==> config.mk <==
export PLATFORM = sky130hd
export DESIGN_NAME = id_ex_stage
export DESIGN_NICKNAME = d
export VERILOG_FILES = /design/src/rtl/id_ex_stage.sv
export SDC_FILE = /design/constraint.sdc
export NUM_CORES = 1
export LEC_CHECK = 0
export ABC_CLOCK_PERIOD_IN_PS = 3200
export CAP_MARGIN = 20
export CORE_AREA = 2 2 145 147
export CTS_CLUSTER_SIZE = 40
export DETAILED_ROUTE_END_ITERATION = 10
export DIE_AREA = 0 0 147 149
export GPL_ROUTABILITY_DRIVEN = 0
export GPL_TIMING_DRIVEN = 0
export PLACE_DENSITY = 0.85
export SYNTH_ARGS = -nofsm -noshare
export SYNTH_HDL_FRONTEND = slang
export SYNTH_SLANG_ARGS = --single-unit
==> constraint.sdc <==
create_clock -name clk -period 3.2 [get_ports clk]
set_input_delay 0.48 -clock clk [delete_from_list [all_inputs] [get_ports clk]]
set_output_delay 0.48 -clock clk [all_outputs]
set_load 0.05 [all_outputs]
==> src/rtl/id_ex_stage.sv <==
// ID/EX pipeline register with EX operand selection, EX/MEM and MEM/WB forwarding,
// and load-use hazard detection for a 5-stage RV32I pipeline.
module id_ex_stage #(
   parameter int XLEN    = 32,
   parameter int RADDR_W = 5
) (
   input  logic               clk,
   input  logic               rst,
   input  logic               stall,
   input  logic               flush,
   input  logic               id_valid,
   input  logic [XLEN-1:0]    id_pc,
   input  logic [XLEN-1:0]    id_rs1_data,
   input  logic [XLEN-1:0]    id_rs2_data,
   input  logic [XLEN-1:0]    id_imm,
   input  logic [RADDR_W-1:0] id_rs1,
   input  logic [RADDR_W-1:0] id_rs2,
   input  logic [RADDR_W-1:0] id_rd,
   input  logic [3:0]         id_alu_op,
   input  logic               id_src_a_pc,
   input  logic               id_src_b_imm,
   input  logic               id_reg_we,
   input  logic               id_mem_re,
   input  logic               id_mem_we,
   input  logic [RADDR_W-1:0] exmem_rd,
   input  logic               exmem_reg_we,
   input  logic [XLEN-1:0]    exmem_result,
   input  logic [RADDR_W-1:0] memwb_rd,
   input  logic               memwb_reg_we,
   input  logic [XLEN-1:0]    memwb_wdata,
   output logic               ex_valid,
   output logic [XLEN-1:0]    ex_pc,
   output logic [XLEN-1:0]    ex_alu_a,
   output logic [XLEN-1:0]    ex_alu_b,
   output logic [3:0]         ex_alu_op,
   output logic [XLEN-1:0]    ex_store_data,
   output logic [RADDR_W-1:0] ex_rd,
   output logic               ex_reg_we,
   output logic               ex_mem_re,
   output logic               ex_mem_we,
   output logic               load_use_hazard
);

   logic               valid_q;
   logic [XLEN-1:0]    pc_q;
   logic [XLEN-1:0]    rs1_data_q;
   logic [XLEN-1:0]    rs2_data_q;
   logic [XLEN-1:0]    imm_q;
   logic [RADDR_W-1:0] rs1_q;
   logic [RADDR_W-1:0] rs2_q;
   logic [RADDR_W-1:0] rd_q;
   logic [3:0]         alu_op_q;
   logic               src_a_pc_q;
   logic               src_b_imm_q;
   logic               reg_we_q;
   logic               mem_re_q;
   logic               mem_we_q;

   logic [XLEN-1:0]    fwd_rs1;
   logic [XLEN-1:0]    fwd_rs2;

   // Flush shares the reset clear so a bubble is indistinguishable from a reset slot.
   always_ff @(posedge clk) begin
      if (rst || flush) begin
         valid_q     <= 1'b0;
         pc_q        <= '0;
         rs1_data_q  <= '0;
         rs2_data_q  <= '0;
         imm_q       <= '0;
         rs1_q       <= '0;
         rs2_q       <= '0;
         rd_q        <= '0;
         alu_op_q    <= '0;
         src_a_pc_q  <= 1'b0;
         src_b_imm_q <= 1'b0;
         reg_we_q    <= 1'b0;
         mem_re_q    <= 1'b0;
         mem_we_q    <= 1'b0;
      end else if (!stall) begin
         valid_q     <= id_valid;
         pc_q        <= id_pc;
         rs1_data_q  <= id_rs1_data;
         rs2_data_q  <= id_rs2_data;
         imm_q       <= id_imm;
         rs1_q       <= id_rs1;
         rs2_q       <= id_rs2;
         rd_q        <= id_rd;
         alu_op_q    <= id_alu_op;
         src_a_pc_q  <= id_src_a_pc;
         src_b_imm_q <= id_src_b_imm;
         reg_we_q    <= id_valid & id_reg_we;
         mem_re_q    <= id_valid & id_mem_re;
         mem_we_q    <= id_valid & id_mem_we;
      end
   end

   // EX/MEM is younger than MEM/WB, so it wins when both target the same register.
   always_comb begin
      fwd_rs1 = rs1_data_q;
      if (valid_q && exmem_reg_we && (exmem_rd != '0) && (exmem_rd == rs1_q))
         fwd_rs1 = exmem_result;
      else if (valid_q && memwb_reg_we && (memwb_rd != '0) && (memwb_rd == rs1_q))
         fwd_rs1 = memwb_wdata;
   end

   always_comb begin
      fwd_rs2 = rs2_data_q;
      if (valid_q && exmem_reg_we && (exmem_rd != '0) && (exmem_rd == rs2_q))
         fwd_rs2 = exmem_result;
      else if (valid_q && memwb_reg_we && (memwb_rd != '0) && (memwb_rd == rs2_q))
         fwd_rs2 = memwb_wdata;
   end

   assign ex_valid      = valid_q;
   assign ex_pc         = pc_q;
   assign ex_alu_a      = src_a_pc_q  ? pc_q  : fwd_rs1;
   assign ex_alu_b      = src_b_imm_q ? imm_q : fwd_rs2;
   assign ex_alu_op     = alu_op_q;
   assign ex_store_data = fwd_rs2;
   assign ex_rd         = rd_q;
   assign ex_reg_we     = reg_we_q;
   assign ex_mem_re     = mem_re_q;
   assign ex_mem_we     = mem_we_q;

   assign load_use_hazard = valid_q & mem_re_q & (rd_q != '0) & id_valid &
                            ((rd_q == id_rs1) | (rd_q == id_rs2));

endmodule

==> results summary <==
The flow ran to the end, and the final reports show no timing, DRC or antenna violations. The initial cell density of the core came out at 38.8%. STA classifies the critical path startpoint as a flip-flop. The area used by multi-input combinational logic is 0.00499 mm². Global routing finished with a remaining overflow of 0. The worst path uses a little over nine tenths of the clock period. The clock sink count came out at ~150. The final number of setup-violating endpoints came out at 0. The register area share after synthesis is roughly two fifths. The number of vias in the routed layout came out at about 8.5k.

The number of cells produced by synthesis is a little under 900. The number of cell instances on the worst register-to-register path is 4. Setup repair after global routing could not meet its margin everywhere. Ranked by total cell area, the synthesized netlist is headed by dfxtp_1 38%, mux2i_1 27%, nor2_1 8.7%. Cells fill 64.3% of the core in the end. Summed over its instances, the top area cell type makes up between 30% and 40% of the synthesized netlist area. The sequential standard cell area is a little over 0.003 mm². The total cell area at the placement stage came out at approximately 0.012 mm².

The data arrival time at the worst-slack endpoint is 2.65 ns. The Yosys step of the flow raised 0 warnings. No sink is reached through more buffers than the 2 on the longest clock path. The maximum level of the CTS H-tree is 4. The chip width came out at approximately 150 µm. The initial antenna violation count is 1. Including well taps, the total number of placed cells is approximately 1.5k. The maximum ir drop on the vdd rail is ~0.36 mV.

Once detailed placement completed, the half-perimeter wirelength came to around 25,000 µm. In this run the vertical extent of the chip is 149 µm. Between clock sinks in the finished design, the worst skew comes to 0 ns. The total count of hold-check failures in the final report came to 0. The number of flip-flops and latches in the synthesized netlist is about 150. The share of cells above drive strength 1 came out at 18.8%.

In this run, CTS created clock tree buffers numbering 17. The final cell count without fillers came out at between 1.5k and 2k. The number of global-route vias before repair is roughly 8.6k. The power per cell area is approximately 400 mW/mm².

The area growth from synthesis to layout is 65.5%. The worst-margin pin slew is 1.15 ns. The endpoint of the most critical setup path is ex_alu_a[19]. The final routed wirelength across all metal layers is 34,100 µm. TritonCTS built the clock tree.

about 380 I/O pins were placed. The tightest slew margin relative to the limit came out at between 20 and 25%. The CTS clock-pin slew for the worst setup and hold paths came out at approximately 0.060 ns. The netlist area before placement is 0.00798 mm². After routing, the total negative slack on setup checks comes to 0 ns.

The net count reported at finish came out at 1,508. The average cell area after synthesis came out at a little over 9 µm². The number of slew-limit violations in the final report came out at 0. The ratio of routed vias to standard cells came out at 5.41. The final-layout fill cell count came out at between 1.5k and 2k.

The average routed wire per standard cell is between 20 and 25 µm. The critical setup path kind is flip-flop to output port. Counting distinct cell types in the post-synthesis netlist gives 29. The origin of the worst setup path is rs1_q[2]. The total area inside the core boundary comes to ~0.021 mm². The endpoint identified for the worst register-to-register timing path is src_b_imm_q.

Of all nets on the critical path, the largest fanout is 10. In this run, the number of DRC markers left after iteration 0 of detailed routing was just under 500. The data required time at the worst endpoint came out at approximately 2.7 ns. The top cell type by total area after synthesis is dfxtp_1. Global routing used around 30% of the available tracks. After floorplanning, the core was divided into 53 placement rows. The residual DRC count came out at 0. The largest net degree at the start of global routing came out at 17. The detailed-routing iteration count for the pre-antenna-repair pass is 5. The path class of the tightest hold or removal check is flip-flop to flip-flop. The post-cts hold buffer count is 0.

Derived from the worst setup path, the maximum achievable clock frequency is 320 MHz. The die covers between 0.02 and 0.025 mm². The first-pass GRT wire length is ~50,000 µm. The summed area of non-filler cells in the final layout came out at between 0.01 and 0.015 mm². The shortest clock period the worst path allows after layout is 3.13 ns. The leakage power of the design came out at around 5.3 nW. The worst register-to-register path begins at src_b_imm_q.

The source-to-sink clock delay at the later pin of the worst-skew pair came out at between 0.4 and 0.5 ns. The number of nets in the synthesized netlist is about 1.1k. STA classifies the critical path endpoint as an output port.

The tree is rooted in a clkbuf_16. Setup slack on the worst reg-to-reg path comes out at ~1.2 ns. Once detail routing completed, the nets flagged for antenna violations numbered 0. The tool flagged a number of max-cap violations equal to 0. The number of buffers added on ports is around 370.
layer usage:
metal / up-vias / routed length, µm / GRT usage, %
li1: 3898 / - / -
met1: 4026 / 14000 / 37.2
met2: 439 / 16300 / 49.9
met3: 91 / 2450 / 7.00
met4: 0 / 1240 / 12.7
met5: - / 0 / 0
through the flow:
| step | power, W | worst slack [ns] | hold WS, ns |
|---|---|---|---|
| after floorplan | 0.00267 | 0.00102 | 0.463 |
| after global placement | 0.00325 | -1.21 | 0.473 |
| after detailed placement | 0.00326 | -1.21 | 0.483 |
| after CTS | 0.00535 | 0.0000375 | 0.499 |
| after global routing | 0.00554 | -0.00341 | 0.520 |
| final | 0.00537 | 0.0703 | 0.501 |
power breakdown:
part	total (W)	internal, W	switching [W]
registers	0.00202	0.00197	0.0000534
clock network	0.00210	0.00123	0.000871
logic	0.00125	0.000566	0.000685
total	0.00537	0.00376	0.00161
synth_stat cells:
master,n
mux2i_1,213
nor2_1,186
dfxtp_1,153
a21oi_1,66
clkbuf_1,39
nor3_1,35
inv_1,34
o22ai_1,32
a221oi_2,31
xnor2_1,19
buf_1,14
buf_2,11
xor2_1,10
buf_6,6
nand3_1,5
or4_1,4
a22oi_1,3
nand2_1,3
buf_4,2
nor2b_1,2
a2111oi_2,1
a2111oi_4,1
a221oi_1,1
nand4_1,1
nor4_1,1
o2111ai_1,1
o211ai_1,1
or2_2,1
or3_4,1
cell type report:
class,instances,area share [%]
multi-input combinational,618,37.8
timing repair buffer,381,27.4
sequential,153,23.2
buffer,70,3.48
clock buffer,18,3.25
tap,275,2.60
clock inverter,14,1.32
inverter,34,0.966
antenna,1,0.0189
worst min path at each step:
stage,cells past startpoint,slack (ns),to,from
floorplan,2,0.46,rs1_data_q[0],rs1_data_q[0]
global placement,2,0.47,rs1_data_q[24],rs1_data_q[24]
detailed placement,2,0.48,rs2_data_q[28],rs2_data_q[28]
CTS,2,0.50,rs1_data_q[28],rs1_data_q[28]
global route,2,0.52,rs1_data_q[13],rs1_data_q[13]
finish,2,0.50,imm_q[1],imm_q[1]
critical path, stage by stage, from the launching register on:
cell and delay [ns]:
dfxtp_1 0.39, xnor2_1 0.15, nand4_1 0.16, a2111oi_4 0.34, buf_4 0.22, buf_4 0.27
mux2i_1 0.34, a21oi_1 0.12, clkbuf_4 0.22
kinds of logic (layout without fill, tap and decap cells):
family / count (synthesis) / after routing / synth area share [%]
buffers and inverters: 106 / 517 / 5.82
multiplexers: 213 / 213 / 26.7
AO/OA/AOI/OAI: 137 / 137 / 13.6
flip-flops: 153 / 153 / 38.4
AND/OR/NAND/NOR: 239 / 239 / 12.3
XOR/XNOR: 29 / 29 / 3.18
other: 0 / 1 / 0
timing repair:
| action | in CTS | in global routing |
|---|---|---|
| pin swaps | 6 | 8 |
| setup endpoints to repair | 96 | 95 |
| setup buffers | 5 | 0 |
| resized for setup | 648 | 70 |
| cloned | 1 | 2 |
registers in the layout, indices dropped and copies added, names as in the netlist, 4 cells and up:
signal / cells
rs1_data_q: 32
rs1_q: 5
ex_pc: 32
ex_alu_op: 4
rs2_q: 5
rs2_data_q: 32
ex_rd: 5
imm_q: 32
placed cells by master (no fill, tap or decap), types with 17 or more instances in the layout:
master	n
buf_4	38
buf_6	34
mux2i_4	20
xnor2_1	18
buf_2	38
clkbuf_16	19
mux2i_1	184
dfxtp_1	149
clkdlybuf4s50_1	266
inv_1	34
o22ai_1	32
a221oi_4	17
a21oi_1	63
nor2_1	185
clkbuf_1	31
nor3_1	35
No activity file was read; power rests on OpenSTA's default activity.
